[src/rtl/ctrl_pkg.sv]
// Shared constants for the control pipeline unit:
// opcodes, bundle field indices, widths, FSM states.
package ctrl_pkg;

  localparam logic [6:0] OP_R      = 7'b0110011;
  localparam logic [6:0] OP_I      = 7'b0010011;
  localparam logic [6:0] OP_LOAD   = 7'b0000011;
  localparam logic [6:0] OP_STORE  = 7'b0100011;
  localparam logic [6:0] OP_BRANCH = 7'b1100011;
  localparam logic [6:0] OP_JAL    = 7'b1101111;
  localparam logic [6:0] OP_JALR   = 7'b1100111;

  localparam logic [6:0] FUNCT7_MUL = 7'b0000001;

  localparam int ALUOP_W_DEF = 2;

  localparam int B_IS_MUL    = 0;
  localparam int B_REG_WRITE = 1;
  localparam int B_ALU_SRC   = 2;
  localparam int B_MEM_WRITE = 3;
  localparam int B_ALU_OP_LO = 4;

  function automatic int b_alu_op_hi(int w);
    return B_ALU_OP_LO + w - 1;
  endfunction

  function automatic int b_mem_to_reg(int w);
    return B_ALU_OP_LO + w;
  endfunction

  function automatic int b_mem_read(int w);
    return B_ALU_OP_LO + w + 1;
  endfunction

  function automatic int b_branch(int w);
    return B_ALU_OP_LO + w + 2;
  endfunction

  function automatic int b_jal(int w);
    return B_ALU_OP_LO + w + 3;
  endfunction

  function automatic int b_jalr(int w);
    return B_ALU_OP_LO + w + 4;
  endfunction

  function automatic int ctrl_w(int w);
    return 10 + w - 1;
  endfunction

  localparam int CTRL_W = ctrl_w(ALUOP_W_DEF);

  localparam logic [CTRL_W-1:0] BUBBLE = '0;

  typedef enum logic {
    S_IDLE = 1'b0,
    S_BUSY = 1'b1
  } mul_state_e;

endpackage

[src/rtl/ctrl_pipe_unit_if.sv]
// Core-side bus of the control pipeline unit:
// ID instruction and flush in, stage bundles out.
interface ctrl_pipe_unit_if
  import ctrl_pkg::*;
#(
  parameter int ALUOP_W    = 2,
  parameter int REG_ADDR_W = 5
) ();

  localparam int CW = ctrl_w(ALUOP_W);

  logic [31:0]           instr_i;
  logic                  flush_i;
  logic [CW-1:0]         ex_ctrl_o;
  logic [REG_ADDR_W-1:0] ex_rd_o;
  logic [CW-1:0]         mem_ctrl_o;
  logic [CW-1:0]         wb_ctrl_o;
  logic [REG_ADDR_W-1:0] wb_rd_o;
  logic                  stall_o;
  logic                  mul_busy_o;
  logic                  illegal_o;

  modport master (
    output instr_i,
    output flush_i,
    input  ex_ctrl_o,
    input  ex_rd_o,
    input  mem_ctrl_o,
    input  wb_ctrl_o,
    input  wb_rd_o,
    input  stall_o,
    input  mul_busy_o,
    input  illegal_o
  );

  modport slave (
    input  instr_i,
    input  flush_i,
    output ex_ctrl_o,
    output ex_rd_o,
    output mem_ctrl_o,
    output wb_ctrl_o,
    output wb_rd_o,
    output stall_o,
    output mul_busy_o,
    output illegal_o
  );

endinterface

[src/rtl/ctrl_decode.sv]
// Combinational ID decode: control bundle, register
// fields and which source registers the op reads.
module ctrl_decode
  import ctrl_pkg::*;
#(
  parameter int ALUOP_W = 2
) (
  input  logic [31:0]                 instr,
  output logic [ctrl_w(ALUOP_W)-1:0] ctrl,
  output logic                        valid,
  output logic                        rs1_used,
  output logic                        rs2_used,
  output logic [4:0]                  rs1,
  output logic [4:0]                  rs2,
  output logic [4:0]                  rd
);

  localparam int B_AHI  = b_alu_op_hi(ALUOP_W);
  localparam int B_M2R  = b_mem_to_reg(ALUOP_W);
  localparam int B_MRD  = b_mem_read(ALUOP_W);
  localparam int B_BR   = b_branch(ALUOP_W);
  localparam int B_JAL  = b_jal(ALUOP_W);
  localparam int B_JALR = b_jalr(ALUOP_W);

  logic [6:0] op;
  logic [6:0] funct7;
  logic       unused_funct3;

  assign op     = instr[6:0];
  assign funct7 = instr[31:25];
  assign rd     = instr[11:7];
  assign rs1    = instr[19:15];
  assign rs2    = instr[24:20];

  assign unused_funct3 = ^instr[14:12];

  // opcode to bundle; alu_op only on real ops
  always_comb begin
    ctrl     = '0;
    valid    = 1'b0;
    rs1_used = 1'b0;
    rs2_used = 1'b0;
    unique case (1'b1)
      (op == OP_R): begin
        valid            = 1'b1;
        rs1_used         = 1'b1;
        rs2_used         = 1'b1;
        ctrl[B_REG_WRITE] = 1'b1;
        ctrl[B_IS_MUL]    = (funct7 == FUNCT7_MUL);
      end
      (op == OP_I): begin
        valid             = 1'b1;
        rs1_used          = 1'b1;
        ctrl[B_ALU_SRC]   = 1'b1;
        ctrl[B_REG_WRITE] = 1'b1;
      end
      (op == OP_LOAD): begin
        valid             = 1'b1;
        rs1_used          = 1'b1;
        ctrl[B_MRD]       = 1'b1;
        ctrl[B_M2R]       = 1'b1;
        ctrl[B_ALU_SRC]   = 1'b1;
        ctrl[B_REG_WRITE] = 1'b1;
      end
      (op == OP_STORE): begin
        valid           = 1'b1;
        rs1_used        = 1'b1;
        rs2_used        = 1'b1;
        ctrl[B_MEM_WRITE] = 1'b1;
        ctrl[B_ALU_SRC]   = 1'b1;
      end
      (op == OP_BRANCH): begin
        valid      = 1'b1;
        rs1_used   = 1'b1;
        rs2_used   = 1'b1;
        ctrl[B_BR] = 1'b1;
      end
      (op == OP_JAL): begin
        valid             = 1'b1;
        ctrl[B_JAL]       = 1'b1;
        ctrl[B_BR]        = 1'b1;
        ctrl[B_REG_WRITE] = 1'b1;
      end
      (op == OP_JALR): begin
        valid             = 1'b1;
        rs1_used          = 1'b1;
        ctrl[B_JALR]      = 1'b1;
        ctrl[B_BR]        = 1'b1;
        ctrl[B_REG_WRITE] = 1'b1;
      end
      default: ;
    endcase
    if (valid) begin
      ctrl[B_AHI:B_ALU_OP_LO] = op[ALUOP_W+2:3];
    end
  end

endmodule

[src/rtl/ctrl_pipe_unit.sv]
// Control pipeline: decode, ID/EX..MEM/WB control regs,
// load-use and multi-cycle MUL stalls.
// Optional sticky illegal-opcode flag: CTRL_ILLEGAL_TRAP_EN.
module ctrl_pipe_unit
  import ctrl_pkg::*;
#(
  parameter int MUL_CYCLES = 4,
  parameter int ALUOP_W    = 2,
  parameter int REG_ADDR_W = 5
) (
  input  logic            clk_i,
  input  logic            rst_i,
  ctrl_pipe_unit_if.slave bus
);

  localparam int CW    = ctrl_w(ALUOP_W);
  localparam int B_MRD = b_mem_read(ALUOP_W);
  localparam int CNT_W = 4;
  localparam bit MUL_MC = (MUL_CYCLES > 1);
  localparam logic [CNT_W-1:0] CNT_LOAD =
    CNT_W'(MUL_MC ? MUL_CYCLES - 2 : 0);
  localparam logic [CW-1:0] BUB = '0;

  logic [CW-1:0]         dec_ctrl;
  logic                  dec_valid;
  logic                  rs1_used;
  logic                  rs2_used;
  logic [4:0]            rs1_f;
  logic [4:0]            rs2_f;
  logic [4:0]            rd_f;
  logic [REG_ADDR_W-1:0] rs1;
  logic [REG_ADDR_W-1:0] rs2;
  logic [REG_ADDR_W-1:0] rd;

  logic [CW-1:0]         ex_ctrl;
  logic [CW-1:0]         mem_ctrl;
  logic [CW-1:0]         wb_ctrl;
  logic [REG_ADDR_W-1:0] ex_rd;
  logic [REG_ADDR_W-1:0] mem_rd;
  logic [REG_ADDR_W-1:0] wb_rd;

  mul_state_e            state;
  logic [CNT_W-1:0]      cnt;

  logic mul_start;
  logic mul_hold;
  logic load_use;
  logic stall;

  ctrl_decode #(
    .ALUOP_W (ALUOP_W)
  ) u_dec (
    .instr    (bus.instr_i),
    .ctrl     (dec_ctrl),
    .valid    (dec_valid),
    .rs1_used (rs1_used),
    .rs2_used (rs2_used),
    .rs1      (rs1_f),
    .rs2      (rs2_f),
    .rd       (rd_f)
  );

  assign rs1 = REG_ADDR_W'(rs1_f);
  assign rs2 = REG_ADDR_W'(rs2_f);
  assign rd  = REG_ADDR_W'(rd_f);

  // The MUL holds EX from its first cycle; the last
  // BUSY cycle (cnt==0) lets it and ID advance.
  assign mul_start = MUL_MC && (state == S_IDLE)
                   && ex_ctrl[B_IS_MUL];
  assign mul_hold  = mul_start
                   || ((state == S_BUSY) && (cnt != '0));

  assign load_use = ex_ctrl[B_MRD] && (ex_rd != '0)
                  && ((rs1_used && (rs1 == ex_rd))
                   || (rs2_used && (rs2 == ex_rd)));

  assign stall = mul_hold || load_use;

  // MUL sequencer: count remaining EX cycles
  always_ff @(posedge clk_i) begin
    if (rst_i) begin
      state <= S_IDLE;
      cnt   <= '0;
    end else begin
      unique case (state)
        S_IDLE: begin
          if (mul_start) begin
            state <= S_BUSY;
            cnt   <= CNT_LOAD;
          end
        end
        S_BUSY: begin
          if (cnt == '0) begin
            state <= S_IDLE;
          end else begin
            cnt <= cnt - 1'b1;
          end
        end
      endcase
    end
  end

  // Stage registers: MUL hold > load-use > flush
  always_ff @(posedge clk_i) begin
    if (rst_i) begin
      ex_ctrl  <= BUB;
      ex_rd    <= '0;
      mem_ctrl <= BUB;
      mem_rd   <= '0;
      wb_ctrl  <= BUB;
      wb_rd    <= '0;
    end else begin
      wb_ctrl <= mem_ctrl;
      wb_rd   <= mem_rd;
      if (mul_hold) begin
        mem_ctrl <= BUB;
        mem_rd   <= '0;
      end else begin
        mem_ctrl <= ex_ctrl;
        mem_rd   <= ex_rd;
        if (load_use || bus.flush_i || !dec_valid) begin
          ex_ctrl <= BUB;
          ex_rd   <= '0;
        end else begin
          ex_ctrl <= dec_ctrl;
          ex_rd   <= rd;
        end
      end
    end
  end

`ifdef CTRL_ILLEGAL_TRAP_EN
  logic illegal_q;

  // sticky flag for undecoded non-zero words in ID
  always_ff @(posedge clk_i) begin
    if (rst_i) begin
      illegal_q <= 1'b0;
    end else if (!dec_valid && (bus.instr_i != '0)
                 && !stall && !bus.flush_i) begin
      illegal_q <= 1'b1;
    end
  end

  assign bus.illegal_o = illegal_q;
`else
  assign bus.illegal_o = 1'b0;
`endif

  assign bus.ex_ctrl_o  = ex_ctrl;
  assign bus.ex_rd_o    = ex_rd;
  assign bus.mem_ctrl_o = mem_ctrl;
  assign bus.wb_ctrl_o  = wb_ctrl;
  assign bus.wb_rd_o    = wb_rd;
  assign bus.stall_o    = stall;
  assign bus.mul_busy_o = (state == S_BUSY);

endmodule

[src/flat_wrapper.sv]
// flat-port wrapper written by rule: the top's interface ports become plain ports
module ctrl_pipe_unit_flat import ctrl_pkg::*;
#(
  parameter int MUL_CYCLES = 4,
  parameter int ALUOP_W    = 2,
  parameter int REG_ADDR_W = 5
)
  (clk_i, rst_i, bus_instr_i, bus_flush_i, bus_ex_ctrl_o, bus_ex_rd_o, bus_mem_ctrl_o, bus_wb_ctrl_o, bus_wb_rd_o, bus_stall_o, bus_mul_busy_o, bus_illegal_o);
  ctrl_pipe_unit_if #(.ALUOP_W(ALUOP_W), .REG_ADDR_W(REG_ADDR_W)) bus_i ();
  input  logic clk_i;
  input  logic rst_i;
  input wire logic [$bits(bus_i.instr_i)-1:0] bus_instr_i;
  input wire logic [$bits(bus_i.flush_i)-1:0] bus_flush_i;
  output wire logic [$bits(bus_i.ex_ctrl_o)-1:0] bus_ex_ctrl_o;
  output wire logic [$bits(bus_i.ex_rd_o)-1:0] bus_ex_rd_o;
  output wire logic [$bits(bus_i.mem_ctrl_o)-1:0] bus_mem_ctrl_o;
  output wire logic [$bits(bus_i.wb_ctrl_o)-1:0] bus_wb_ctrl_o;
  output wire logic [$bits(bus_i.wb_rd_o)-1:0] bus_wb_rd_o;
  output wire logic [$bits(bus_i.stall_o)-1:0] bus_stall_o;
  output wire logic [$bits(bus_i.mul_busy_o)-1:0] bus_mul_busy_o;
  output wire logic [$bits(bus_i.illegal_o)-1:0] bus_illegal_o;
  assign bus_i.instr_i = bus_instr_i;
  assign bus_i.flush_i = bus_flush_i;
  assign bus_ex_ctrl_o = bus_i.ex_ctrl_o;
  assign bus_ex_rd_o = bus_i.ex_rd_o;
  assign bus_mem_ctrl_o = bus_i.mem_ctrl_o;
  assign bus_wb_ctrl_o = bus_i.wb_ctrl_o;
  assign bus_wb_rd_o = bus_i.wb_rd_o;
  assign bus_stall_o = bus_i.stall_o;
  assign bus_mul_busy_o = bus_i.mul_busy_o;
  assign bus_illegal_o = bus_i.illegal_o;
  ctrl_pipe_unit #(.MUL_CYCLES(MUL_CYCLES), .ALUOP_W(ALUOP_W), .REG_ADDR_W(REG_ADDR_W)) u_core (.clk_i(clk_i), .rst_i(rst_i), .bus(bus_i));
endmodule
[config.mk]
export PLATFORM = sky130hd
export DESIGN_NAME = ctrl_pipe_unit_flat
export DESIGN_NICKNAME = d
export VERILOG_FILES = /design/src/rtl/ctrl_pkg.sv /design/src/rtl/ctrl_pipe_unit_if.sv /design/src/rtl/ctrl_decode.sv /design/src/rtl/ctrl_pipe_unit.sv /design/src/flat_wrapper.sv
export SDC_FILE = /design/constraint.sdc
export NUM_CORES = 1
export LEC_CHECK = 0
export ABC_AREA = 1
export CORE_UTILIZATION = 40
export CTS_BUF_LIST = sky130_fd_sc_hd__clkbuf_8
export DETAILED_ROUTE_END_ITERATION = 8
export MAX_ROUTING_LAYER = met4
export PLACE_DENSITY = 0.74
export SLEW_MARGIN = 20
export SYNTH_ARGS = -nofsm -noshare
export SYNTH_HDL_FRONTEND = slang
export SYNTH_SLANG_ARGS = --single-unit
[constraint.sdc]
create_clock -name clk_i -period 4.4 [get_ports clk_i]
set_input_delay 0.44 -clock clk_i [delete_from_list [all_inputs] [get_ports clk_i]]
set_output_delay 0.44 -clock clk_i [all_outputs]
set_load 0.005 [all_outputs]
==> metrics.csv <==
metric,value,unit
critPathKind,input port to primary output,
drcViolationCount,0,
grt_max_degree,31,
drt_iter0_markers,39,
fin_tns_setup,0,ns
layout.cells.non_filler,447,
die-width,75.3,microns
cts_tree,done,
ys_ff_latch,50,
synthCells,305,
avgSynthCellArea,7.04,sq um
io_pins,81,
drt-vias-per-instance,4.36,
cts_root_buf,clkbuf_8,
slew_violations,0,
port_buffers,76,
setup_viol,0,
max_freq,366,MHz
finClkSkew,0.00824,ns
place_congestion,0.860,
worst_slew_pin_slew,0.933,ns
syn2layout_area_growth,39.3,%
cts_setup_buffers,0,
grt_pass1_wl,7220,microns
diodes,0,
dieArea,0.00566,sq mm
dp_hpwl,3330,microns
crit_path_cell_trace,"clkdlybuf4s50_1, nand2_1, nor2_1, o21ai_2, nand2_1, nand2_1, nand2_2, nand2_4, nand2_1, clkdlybuf4s50_1",
cts_buffer_depth,2,
cts-resized-gates,0,
rows,26,
clk_pin_slew,0.09,ns
crit_path_start_kind,input port,
syn_area,0.00215,sq mm
period_minus_slack,2.73,ns
yosys_warnings,0,
dpl.cell_count,439,
fillers,497,
end_kind,primary output,
multi_input_area,808,sq um
ys_async_sr_fraction,0,%
critPathMaxFanout,16,
nets,412,
setup_ws,1.67,ns
ys_seq_area_share,46.6,%
cts_hold_buf,0,
maxCapViolations,0,
rsz0062_at_grt,no,
crit_path_max_incr_delay,0.54,ns
synth_edf_count,0,
grt_overflow,0,
numCtsBuffers,5,
routed_wl,4310,microns
hp-class,flop to flop,
synth_nets,341,
whs,0.405,ns
crit_family,buffers and inverters,
drive_above_1_share,7.16,%
coreArea,0.00514,sq mm
total_leakage_power,1.33,nW
htree_levels,2,
hold_viol,0,
dieHeight,75.3,microns
vias,1948,
clk_latency,0.30,ns
fin_total_pwr,772,uW
cp.buffers_inverters,2,
cp_slowest_cell,clkdlybuf4s50_1,
slew_headroom,37.7,%
seq_area,0.00100,sq mm
clkSinkCount,50,
synth_ff_type,dfxtp_1,
synth.distinct_cells,28,
dp_slack,1.65,ns
grt_util_all_layers,17.0,%
finalCritPeriodShare,62.1,%
p_per_area,258,mW/mm^2
status,"complete, no violations",
grt_pass1_vias,1717,
ir_drop,134,uV
wl_per_cell,9.64,microns
dr.pass1.iters,5,
antenna_found_initial,0,
crit_arrival,2.29,ns
crit_path_frequent_cell,nand2_1,
required,3.96,ns
start_util,41.8,%
antenna_left,0,
[cells by family after synthesis]
group,share of synthesized area (%)
other cells,0.175
simple gates,33.7
xor+xnor,0.816
buf+inv,15.7
flops,46.6
compound gates,2.39
fa+ha+maj,0.583
[layout by cell type (no fill, tap or decap), types with 2 or more instances in the layout]
cell type	n
nor2_2	2
clkdlybuf4s50_1	76
nand3_1	18
o21ai_0	3
inv_1	59
nor3_1	4
clkbuf_8	5
nand3_2	5
nand2_2	3
dfxtp_1	50
nor2_1	53
nand4_1	5
inv_2	6
nand2_1	74
[report_power, final]
part / leakage (nW) / total, mW / switching [mW] / internal, mW
sequential: 0.403 / 0.453 / 0.000638 / 0.453
combinational: 0.884 / 0.0597 / 0.0266 / 0.0331
clock: 0.0441 / 0.259 / 0.147 / 0.112
total: 1.33 / 0.772 / 0.174 / 0.598
[Yosys cell counts, drive strengths merged, types with 2 or more instances]
master | number | area share (%)
clkbuf | 2 | 0.35
nand2 | 78 | 14
nand3 | 23 | 6.5
buf | 10 | 4.0
inv | 65 | 11
o21ai | 4 | 1.1
dfxtp | 50 | 47
nor2 | 55 | 9.8
nor3 | 4 | 0.93
nand4 | 6 | 2.0
[worst register-to-register path: cells and delay by family, from the launching register on]
kind                     cells  cell delay (ns)
adder cells (fa/ha/maj)      1             0.21
buffers and inverters        3             0.26
flip-flops                   1             0.31
AND/OR/NAND/NOR              8             1.36
[sequential cells by signal, indices dropped and copies added (netlist names)]
register               cells
u_core.bus.wb_ctrl_o      10
u_core.mem_rd              5
u_core.cnt                 4
u_core.bus.ex_ctrl_o      10
u_core.bus.mem_ctrl_o     10
u_core.bus.mul_busy_o      1
u_core.bus.wb_rd_o         5
u_core.bus.ex_rd_o         5
[through the flow]
stage / cell area, sq um / utilization, %
3_3_place_gp: 2900 / 56.5
2_1_floorplan: 2150 / -
3_5_place_dp: 2900 / 56.5
5_1_grt: 2990 / 58.2
6_report: 2990 / 58.2
4_1_cts: 2990 / 58.2
[per-layer routing]
layer | GRT usage, % | vias to the layer above | share of wire, %
li1 | - | 1037 | -
met1 | 20.5 | 827 | 45
met2 | 27.3 | 80 | 47
met3 | 3.35 | 4 | 6.5
met4 | 7.82 | 0 | 1.2
met5 | - | - | 0
[layout make-up]
type / count / area share, %
multi-input combinational: 178 / 27.0
clock buffer: 5 / 2.30
sequential: 50 / 33.5
timing repair buffer: 76 / 25.4
inverter: 65 / 8.16
clock inverter: 3 / 0.711
tap: 70 / 2.93
[final timing paths]
kind	slack, ns	end	depth (start not counted)	from
worst min-delay path	0.41	u_core.bus.wb_rd_o[1]$_SDFF_PP0_	2	u_core.mem_rd[1]$_SDFF_PP0_
worst max register to register	2.21	u_core.bus.ex_ctrl_o[1]$_SDFFE_PP0N_	12	u_core.cnt[0]$_SDFFE_PP0P_
worst min register to register	0.41	u_core.bus.wb_rd_o[1]$_SDFF_PP0_	2	u_core.mem_rd[1]$_SDFF_PP0_
worst max-delay path	1.67	bus_stall_o	10	bus_instr_i[4]
(Power assumes the default switching activity.)
